File: config.mk
export PLATFORM = sky130hd
export DESIGN_NAME = spi_slave
export DESIGN_NICKNAME = d
export VERILOG_FILES = /design/src/rtl/spi_slave.sv
export SDC_FILE = /design/constraint.sdc
export NUM_CORES = 1
export LEC_CHECK = 0
export BUFFER_PORTS_ARGS = -buffer_cell sky130_fd_sc_hd__buf_2
export CAP_MARGIN = 20
export CORE_MARGIN = 8
export CORE_UTILIZATION = 35
export DETAILED_ROUTE_END_ITERATION = 8
export PLACE_DENSITY = 0.51
export SYNTH_ARGS = -nofsm -noshare
export SYNTH_HDL_FRONTEND = slang
export SYNTH_SLANG_ARGS = --single-unit
File: constraint.sdc
create_clock -name clk_i -period 3.05 [get_ports clk_i]
set_input_delay 0.4575 -clock clk_i [delete_from_list [all_inputs] [get_ports clk_i]]
set_output_delay 0.4575 -clock clk_i [all_outputs]
set_load 0.005 [all_outputs]
File: src/rtl/spi_slave.sv
// SPI mode-0 responder: oversamples SCK/SS/MOSI in the clk_i domain, shifts MSB first, and
// exposes a single-entry TX holding register plus an RX byte strobe to the bus wrapper.
module spi_slave #(
    parameter int unsigned           DATA_WIDTH = 8,
    parameter logic [DATA_WIDTH-1:0] DEFAULT_TX = 8'hFF
) (
    input  logic                  clk_i,
    input  logic                  rst_i,
    input  logic                  spi_sck_i,
    input  logic                  spi_ss_i,
    input  logic                  spi_mosi_i,
    output logic                  spi_miso_o,
    output logic                  spi_miso_oe_o,
    input  logic [DATA_WIDTH-1:0] tx_data_i,
    input  logic                  tx_valid_i,
    output logic                  tx_ready_o,
    output logic [DATA_WIDTH-1:0] rx_data_o,
    output logic                  rx_valid_o,
    output logic                  tx_underrun_o
);
    localparam int unsigned     CntW    = $clog2(DATA_WIDTH);
    localparam int unsigned     ShW     = DATA_WIDTH - 1;
    localparam logic [CntW-1:0] CntLast = CntW'(DATA_WIDTH - 1);

    typedef enum logic {StIdle, StActive} state_e;

    // Bit 0 is the first synchroniser stage, bit 1 the second, bit 2 the history flop.
    logic [2:0] sck_sync_q, sck_sync_d;
    logic [2:0] ss_sync_q, ss_sync_d;
    logic [1:0] mosi_sync_q, mosi_sync_d;

    logic [1:0] settle_q, settle_d;
    logic       armed_q, armed_d;
    state_e     state_q, state_d;

    logic [CntW-1:0]       bit_cnt_q, bit_cnt_d;
    logic [ShW-1:0]        rx_shift_q, rx_shift_d;
    logic [ShW-1:0]        tx_shift_q, tx_shift_d;
    logic [DATA_WIDTH-1:0] hold_q, hold_d;
    logic [DATA_WIDTH-1:0] rx_data_q, rx_data_d;
    logic                  miso_q, miso_d;
    logic                  miso_oe_q, miso_oe_d;
    logic                  tx_ready_q, tx_ready_d;
    logic                  rx_valid_q, rx_valid_d;
    logic                  underrun_q, underrun_d;

    logic                  sck_rise, sck_fall, ss_rise, ss_fall, mosi_bit;
    logic                  tx_load, wr_accept;
    logic [DATA_WIDTH-1:0] load_byte;

    assign sck_rise  = sck_sync_q[1] & ~sck_sync_q[2];
    assign sck_fall  = ~sck_sync_q[1] & sck_sync_q[2];
    assign ss_rise   = ss_sync_q[1] & ~ss_sync_q[2];
    assign ss_fall   = ~ss_sync_q[1] & ss_sync_q[2];
    assign mosi_bit  = mosi_sync_q[1];
    assign load_byte = tx_ready_q ? DEFAULT_TX : hold_q;
    assign wr_accept = tx_valid_i & tx_ready_q;

    always_comb begin
        sck_sync_d  = {sck_sync_q[1:0], spi_sck_i};
        ss_sync_d   = {ss_sync_q[1:0], spi_ss_i};
        mosi_sync_d = {mosi_sync_q[0], spi_mosi_i};

        // SS only arms once the synchroniser holds a real post-reset high, so a select
        // held low through reset is not mistaken for a fresh fall.
        settle_d = (settle_q == 2'd2) ? settle_q : settle_q + 2'd1;
        armed_d  = armed_q | ((settle_q == 2'd2) & ss_sync_q[1]);

        state_d    = state_q;
        bit_cnt_d  = bit_cnt_q;
        rx_shift_d = rx_shift_q;
        tx_shift_d = tx_shift_q;
        hold_d     = hold_q;
        rx_data_d  = rx_data_q;
        miso_d     = miso_q;
        miso_oe_d  = miso_oe_q;
        tx_ready_d = tx_ready_q;
        rx_valid_d = 1'b0;
        underrun_d = 1'b0;
        tx_load    = 1'b0;

        unique case (state_q)
            StIdle: begin
                if (ss_fall && armed_q) begin
                    state_d   = StActive;
                    miso_oe_d = 1'b1;
                    tx_load   = 1'b1;
                end
            end
            StActive: begin
                if (ss_rise) begin
                    state_d   = StIdle;
                    bit_cnt_d = '0;
                    miso_oe_d = 1'b0;
                    miso_d    = 1'b0;
                end else if (sck_rise) begin
                    rx_shift_d = ShW'({rx_shift_q, mosi_bit});
                    if (bit_cnt_q == CntLast) begin
                        rx_data_d  = {rx_shift_q, mosi_bit};
                        rx_valid_d = 1'b1;
                        bit_cnt_d  = '0;
                    end else begin
                        bit_cnt_d = bit_cnt_q + 1'b1;
                    end
                end else if (sck_fall) begin
                    if (bit_cnt_q == '0) begin
                        tx_load = 1'b1;
                    end else begin
                        miso_d     = tx_shift_q[ShW-1];
                        tx_shift_d = tx_shift_q << 1;
                    end
                end
            end
        endcase

        if (tx_load) begin
            miso_d     = load_byte[DATA_WIDTH-1];
            tx_shift_d = load_byte[ShW-1:0];
            underrun_d = tx_ready_q;
            tx_ready_d = 1'b1;
        end
        // A write in the same cycle as a load lands after it, ready for the next load.
        if (wr_accept) begin
            hold_d     = tx_data_i;
            tx_ready_d = 1'b0;
        end
    end

    always_ff @(posedge clk_i) begin
        if (rst_i) begin
            sck_sync_q  <= 3'b000;
            ss_sync_q   <= 3'b111;
            mosi_sync_q <= 2'b00;
            settle_q    <= 2'd0;
            armed_q     <= 1'b0;
            state_q     <= StIdle;
            bit_cnt_q   <= '0;
            rx_shift_q  <= '0;
            tx_shift_q  <= '0;
            hold_q      <= '0;
            rx_data_q   <= '0;
            miso_q      <= 1'b0;
            miso_oe_q   <= 1'b0;
            tx_ready_q  <= 1'b1;
            rx_valid_q  <= 1'b0;
            underrun_q  <= 1'b0;
        end else begin
            sck_sync_q  <= sck_sync_d;
            ss_sync_q   <= ss_sync_d;
            mosi_sync_q <= mosi_sync_d;
            settle_q    <= settle_d;
            armed_q     <= armed_d;
            state_q     <= state_d;
            bit_cnt_q   <= bit_cnt_d;
            rx_shift_q  <= rx_shift_d;
            tx_shift_q  <= tx_shift_d;
            hold_q      <= hold_d;
            rx_data_q   <= rx_data_d;
            miso_q      <= miso_d;
            miso_oe_q   <= miso_oe_d;
            tx_ready_q  <= tx_ready_d;
            rx_valid_q  <= rx_valid_d;
            underrun_q  <= underrun_d;
        end
    end

    assign spi_miso_o    = miso_q;
    assign spi_miso_oe_o = miso_oe_q;
    assign tx_ready_o    = tx_ready_q;
    assign rx_data_o     = rx_data_q;
    assign rx_valid_o    = rx_valid_q;
    assign tx_underrun_o = underrun_q;

endmodule

After elaboration in Yosys (flattened, before gate mapping)
Index checks and enable logic that the tools add are counted.

Add/sub/neg operators: 2. Equality and inequality tests: 9. Multiplexer cells: 30. Bitwise gates (word level): 15. Reductions and logical operators: 15.

Operator list (count): $mux W7 (6); $mux W1 (17); $mux W3 (3); $mux W8 (1); $not A1 Y1 (8); $reduce_and A4 Y1 (2); $reduce_bool A2 Y1 (4); $and A1 B1 Y1 (6); $ne A2 B1 Y1 const B (3); $pmux W1 S2 (3); $reduce_and A5 Y1 (1); $ne A2 B2 Y1 const B (2); $reduce_and A2 Y1 (2); $reduce_or A4 Y1 (1); $add A3 B1 Y3 const B (1); $eq A3 B3 Y1 const B (1); $logic_not A3 Y1 (1); $ne A3 B1 Y1 const B (1); $ne A3 B3 Y1 const B (1); $reduce_and A3 Y1 (1); $reduce_bool A3 Y1 (1); $add A2 B1 Y2 const B (1); $eq A2 B2 Y1 const B (1); $reduce_or A2 Y1 (1); 2 further kinds (2).

Register bits after elaboration: 50. Input port bits: 14. Output and inout bits: 13. Word-level logic and storage cells: 87.

Longest topological paths before layout
Gate-level depths: netlist of run 1.

Word-level depth: 8. Depth in mapped cells: 7. Gate-level depth less buffers: 6.

Worst setup path after synthesis of run 1
No wires, ideal clock.

Path kind: register to register. Start point: register bit_cnt_q[0]. End point: register tx_shift_q[5]. Setup time: 0.084 ns. Data arrival time: 1.409 ns. Required time: 2.966 ns. Setup slack: 1.557 ns. Cell stages (with the launch flop): 8. Path buffers: 1. Clock period less this slack: 1.493 ns. Path through: dfxtp_1 inv_1 ha_1 nor2b_1 a31o_1 buf_6 nor3b_1 o31ai_2.

Cells in the longest elaborated chain, start to end: 8. Elaborated cells on any way between the ends: 13. Classes of those cells: 3 x eq/ne; 6 x mux; 4 x reduce/logical.

RTL lines: start, declared (RTL line 36) `logic [CntW-1:0] bit_cnt_q, bit_cnt_d;`; start signal, assigned (RTL line 154) `bit_cnt_q <= bit_cnt_d;`; $logic_not A3 Y1 * (RTL line 106) `if (bit_cnt_q == '0) begin`; $mux W1 (RTL line 106); $mux W1 (RTL line 105) `end else if (sck_fall) begin`; $mux W1 (RTL line 96) `end else if (sck_rise) begin`; $mux W1 (RTL line 91) `if (ss_rise) begin`; $pmux W1 S2 (RTL line 82) `unique case (state_q)`; $ne A2 B2 Y1 (no line), or another cell as far along; $reduce_and A5 Y1 (no line); end signal, assigned (RTL line 156) `tx_shift_q <= tx_shift_d;`; end, declared (RTL line 38) `logic [ShW-1:0] tx_shift_q, tx_shift_d;`.

Mark *: on every way between the ends. The rest lies on a longest branch, timed or not. A chain may end at the register's enable or synchronous reset.

Worst setup path after layout of run 1
Same ends and word-level chain as after synthesis.

==> results of run 1 <==
[layout make-up]
| type | count | area, µm² |
|---|---|---|
| Sequential cell | 50 | 1001 |
| Timing Repair Buffer | 26 | 130.1 |
| Multi-Input combinational cell | 168 | 932.1 |
| Clock buffer | 5 | 68.82 |
| Inverter | 4 | 15.01 |
| Clock inverter | 2 | 38.79 |
| Fill cell | 598 | 3264 |
| Tap cell | 72 | 90.09 |
[final timing paths]
kind                                                 from                          to  slack (ns)  cells past startpoint
worst max-delay path            bit_cnt_q[0]$_SDFFE_PP0P_  tx_shift_q[5]$_SDFFE_PP0P_        1.26                      6
worst min-delay path                             spi_ss_i     ss_sync_q[0]$_SDFF_PP1_        0.33                      2
worst max register to register  bit_cnt_q[0]$_SDFFE_PP0P_  tx_shift_q[5]$_SDFFE_PP0P_        1.26                      6
worst min register to register    ss_sync_q[0]$_SDFF_PP1_     ss_sync_q[1]$_SDFF_PP1_        0.42                      1
[worst max-delay path: stages, from the launching register on]
cell	delay, ns
dfxtp_1	0.35
inv_1	0.06
ha_1	0.16
nor2b_1	0.24
a31o_1	0.39
nor3b_1	0.35
o31ai_2	0.12
[power groups by stage]
| stage | Sequential, mW | Combinational (mW) | Clock [mW] |
|---|---|---|---|
| floorplan | 0.715 | 0.0910 | 0 |
| global placement | 0.724 | 0.110 | 0 |
| detailed placement | 0.725 | 0.109 | 0 |
| CTS | 0.709 | 0.109 | 0.477 |
| global route | 0.715 | 0.129 | 0.501 |
| finish | 0.708 | 0.108 | 0.460 |
[metal layers]
metal	track usage [%]	part of all wire [%]	wire, µm	up-vias
li1	-	-	-	840
met1	13.04	54	2206	692
met2	14.30	41	1674	22
met3	3.260	3.8	156	4
met4	4.027	1.2	48	0
met5	0	0	0	-
[placed cells by master, fill, tap and decap left out, types with 2 or more instances in the layout]
cell type / instances
or2_2: 3
nand4_1: 2
and3b_1: 3
a21oi_1: 34
clkbuf_8: 5
nand2b_1: 3
ha_1: 4
and3_1: 2
inv_1: 4
nor2b_1: 9
nand2_1: 40
nor2_1: 19
nand3_1: 17
o31ai_1: 6
buf_2: 26
a22oi_1: 3
dfxtp_1: 50
o21ai_0: 4
[cells by family (layout without fill, tap and decap cells)]
family,Yosys count,in the layout,synth area share (%)
compound gates,54,54,15.90
xor+xnor,1,1,0.4349
fa+ha+maj,4,4,2.485
buf+inv,17,37,4.037
flops,50,50,49.69
simple gates,109,109,27.45
[flip-flops by register name, summed over array words and instances (netlist names)]
name and cells:
hold_q 8, state_q 1, settle_q 2, tx_shift_q 7, bit_cnt_q 3, rx_valid_o 1
tx_ready_o 1, armed_q 1, ss_sync_q 3, tx_underrun_o 1, spi_miso_oe_o 1, sck_sync_q 3
mosi_sync_q 2, rx_data_o 8, spi_miso_o 1, rx_shift_q 7
==> flow_summary_export.csv, run 1 <==
group,metric,value,unit
outcome,status,"completed",
synth,synth_cells,235,
floorplanning,die-area,0.008439,mm²
timing,finalCriticalPeriod,1.787,ns
synth,syn_area,0.002014,mm²
power_and_ir_drop,vdd_drop_max,0.0003130,V
clock_network,insertion_delay,0.30,ns
power_and_ir_drop,power_density,560.8,mW/mm²
final_layout,stdcell_area,0.002276,mm²
floorplanning,io_pins,27,
placed_design,pre_cts_ws,1.297,ns
routing,firstDrtPassIters,4,
timing,setup_viol_count_final,0,
timing,hold_viol_final,0,
setup_path,startpoint_type,"register",
synth,ys_async_sr_fraction,0,%
floorplanning,coreArea,0.005540,mm²
clock_network,clockBufferDepth,2,
clock_network,cts_sinks,50,
timing,slew-limit-headroom,46.29,%
global_route,grt_pass1_vias,1512,
clock_network,cts_hold_buf,0,
synth,synth_area_leaders,"dfxtp_1, a21oi_1, nand2_1",
synth,ys_top_cells_by_count,"dfxtp_1, nand2_1, a21oi_1",
flow_run,drv_cap,0,
routing,drtIter0Drc,74,
synth,yosys.area.top_type,"dfxtp_1",
synth,ys.flop_type,"dfxtp_1",
power_and_ir_drop,power,1.276,mW
synth,avgSynthCellArea,8.572,µm²
routing,wl,4086,µm
synth,synth_most_common_cell,"dfxtp_1",
timing,tightestPinTransition,0.8057,ns
clock_network,post-cts-setup-buffers,0,
synth,ys_types,40,
floorplanning,rows,27,
floorplanning,die_w,91.87,µm
routing,antenna_left,0,
placed_design,hpwlAfterDp,2812,µm
power_and_ir_drop,switching_share,23.74,%
power_and_ir_drop,internal_power,0.9733,mW
global_route,grt_overflow,0,
clock_network,cts_root_buf,"clkbuf_8",
timing,hold_ws,0.3300,ns
clock_network,cts_resized,0,
final_layout,drive_above_1_share,16.08,%
timing,period_share,58.59,%
synth,synth.net_count,253,
power_and_ir_drop,p_switching,0.3030,mW
global_route,grt_pass1_wl,6920,µm
global_route,antenna_found_initial,0,
final_layout,fin_cells,327,
clock_network,cts_max_level,2,
setup_path,crit_path_end_kind,"register",
floorplanning,die_h,91.87,µm
synth,yosys.area.top_type_share,49.69,%
placed_design,routabilityCongestion,0.7804,
timing,max_freq,559.6,MHz
final_layout,areaGrowthSynthToFinish,12.98,%
synth,ys_ff_latch,50,
setup_path,worstSetupPathType,"reg -> reg",
setup_path,worst_ep_required_time,3.23,ns
timing,slew_viol_final,0,
placed_design,portBuffers,26,
global_route,track_usage,9.851,%
synth,yosysWarnings,0,
routing,routed_via_density,4.765,
timing,finalClockSkew,0.004532,ns
power_and_ir_drop,clkPwrFrac,36.0,%
timing,tns,0,ns
routing,wl_per_cell,12.50,µm
worst_hold_path,hold_path.class,"in -> reg",
final_layout,n_antenna_cell,0,
routing,drt_drc_violations_left,0,
synth,synth_edf_count,0,
global_route,grt_max_degree,48,
placed_design,place_inst,320,
final_layout,fin_util,41.08,%
clock_network,cts_made_buffers,5,
synth,yosysSeqAreaShare,49.69,%
floorplanning,initial_utilization,36.36,%
timing,rsz0062_at_grt,"no",
clock_network,clkSlewWorstSetupHoldPaths,0.09,ns
power_and_ir_drop,p_seq_share,55.5,%
placed_design,placed_cell_area,0.002168,mm²
power_and_ir_drop,cellLeakagePower,0.8903,nW
clock_network,cts_tree,"done",
timing,timing.final.ws_setup,1.263,ns
final_layout,nets,273,
setup_path,cp_max_fo,10,
power_and_ir_drop,combinationalPowerShare,8.5,%
setup_path,crit_arrival,1.97,ns
routing,vias,1558,
No activity file was read; power rests on OpenSTA's default activity.
==> run 2: changes to the inputs <==
Settings changed: PLACE_DENSITY 0.51 to 0.53.
Clock period 3.05 ns to 1.4 ns, I/O delays scaled along.
==> flow_summary_export.csv, run 2 (synthesis gave the netlist of run 1 again) <==
group,metric,value,unit
floorplanning,rows,27,
timing,finalCriticalPeriod,1.352,ns
clock_network,clkSlewWorstSetupHoldPaths,0.08,ns
timing,period_share,96.54,%
setup_path,cp_max_fo,6,
clock_network,cts_hold_buf,0,
final_layout,final_common_cell,"dfxtp_1",
global_route,busiest_layer,"met2",
floorplanning,io_pins,27,
setup_path,startpoint_type,"register",
final_layout,nets,294,
timing,rsz0062_at_grt,"yes",
timing,slew-limit-headroom,80.00,%
global_route,track_usage,10.54,%
power_and_ir_drop,power,2.645,mW
routing,antenna_left,0,
clock_network,insertion_delay,0.29,ns
setup_path,worst_ep_required_time,1.61,ns
power_and_ir_drop,cellLeakagePower,1.029,nW
global_route,antenna_found_initial,0,
routing,wl_per_cell,12.68,µm
setup_path,worstSetupPathType,"reg -> reg",
timing,hold_viol_final,0,
clock_network,clockBufferDepth,2,
clock_network,cts_sinks,50,
routing,routed_via_density,4.764,
global_route,grt.met2_usage,15.38,%
global_route,grt_pass1_wl,7376,µm
routing,wl,4399,µm
placed_design,placed_cell_area,0.002340,mm²
timing,tightestPinTransition,0.2991,ns
global_route,grt_overflow,0,
outcome,status,"completed",
global_route,use_met1,14.19,%
floorplanning,die-area,0.008439,mm²
routing,vias,1653,
timing,setup_viol_count_final,0,
floorplanning,coreArea,0.005540,mm²
routing,firstDrtPassIters,4,
power_and_ir_drop,vdd_drop_max,0.0005085,V
global_route,grt_max_degree,19,
flow_run,drv_cap,0,
timing,slew_viol_final,0,
timing,max_freq,739.8,MHz
floorplanning,die_w,91.87,µm
clock_network,cts_tree,"done",
worst_hold_path,hold_path.class,"in -> reg",
global_route,grt_pass1_vias,1552,
floorplanning,initial_utilization,36.36,%
power_and_ir_drop,power_density,1027,mW/mm²
routing,drtIter0Drc,90,
routing,drt_drc_violations_left,0,
final_layout,areaGrowthSynthToFinish,27.83,%
final_layout,layout_common_cells,"dfxtp_1, nand2_1, a21oi_1, buf_2, nor2_1",
floorplanning,die_h,91.87,µm
clock_network,cts_max_level,2,
global_route,use_met3,3.178,%
final_layout,stdcell_area,0.002575,mm²
clock_network,cts_made_buffers,5,
setup_path,crit_arrival,1.56,ns
placed_design,hpwlAfterDp,3115,µm
clock_network,cts_root_buf,"clkbuf_8",
setup_path,crit_path_end_kind,"register",
placed_design,portBuffers,26,
placed_design,routabilityCongestion,0.7533,
timing,finalClockSkew,0.004336,ns
final_layout,n_antenna_cell,0,
final_layout,drive_above_1_share,32.00,%
==> run 2: final timing paths <==
kind,from,to,slack (ns),cells after the start
max,state_q$_SDFF_PP0_,tx_shift_q[2]$_SDFFE_PP0P_,0.05,4
min,spi_ss_i,ss_sync_q[0]$_SDFF_PP1_,0.09,2
max reg2reg,state_q$_SDFF_PP0_,tx_shift_q[2]$_SDFFE_PP0P_,0.05,4
min reg2reg,ss_sync_q[0]$_SDFF_PP1_,ss_sync_q[1]$_SDFF_PP1_,0.42,1
==> run 2: what timing repair did <==
item / CTS / global route
endpoints found under the setup margin: 7 / 25
buffers inserted: 0 / 1
pin swaps: 0 / 14
cloned: 0 / 1
gates resized for setup: 3 / 31
hold endpoints to repair: 0 / 0
==> run 2: final cells by class <==
cell class              instances  area [µm²]
clock buffers                   6       82.58
fillers                       574        2965
inverters                       4       15.01
multi-input cells             168        1042
flip-flops and latches         50        1007
well taps                      72       90.09
repair buffers                 47       337.8
==> run 2: critical path: stages (launching register included) <==
cell and delay [ns]:
dfxtp_2 0.35, and4bb_4 0.36, nor3_2 0.07, or2_4 0.26
o31ai_1 0.23
==> run 2: layer usage <==
metal	wire (µm)	part of all wire (%)
met5	0	0
met2	1821	41
met4	56	1.3
met3	210	4.8
met1	2311	53
==> run 2: per-stage QoR <==
| stage | hold slack, ns | util [%] | setup slack [ns] | std cells | setup TNS, ns |
|---|---|---|---|---|---|
| final | 0.09445 | 46.48 | 0.04837 | 347 | 0 |
| after global routing | 0.08203 | 46.48 | -0.05181 | 347 | -0.1438 |
| after CTS | 0.08847 | 43.93 | 0.0006021 | 345 | 0 |
| after detailed placement | 0.4006 | 42.23 | -0.1021 | 339 | -0.1447 |
| after global placement | 0.3956 | 42.23 | -0.05389 | 339 | -0.05389 |
| after floorplan | 0.3138 | - | -0.002790 | 235 | -0.002790 |
==> run 2: power breakdown <==
group | internal, mW | switching [mW] | leakage (nW)
clock network | 0.382 | 0.436 | 0.0431
logic | 0.139 | 0.152 | 0.578
registers | 1.49 | 0.0467 | 0.408
total | 2.01 | 0.635 | 1.03
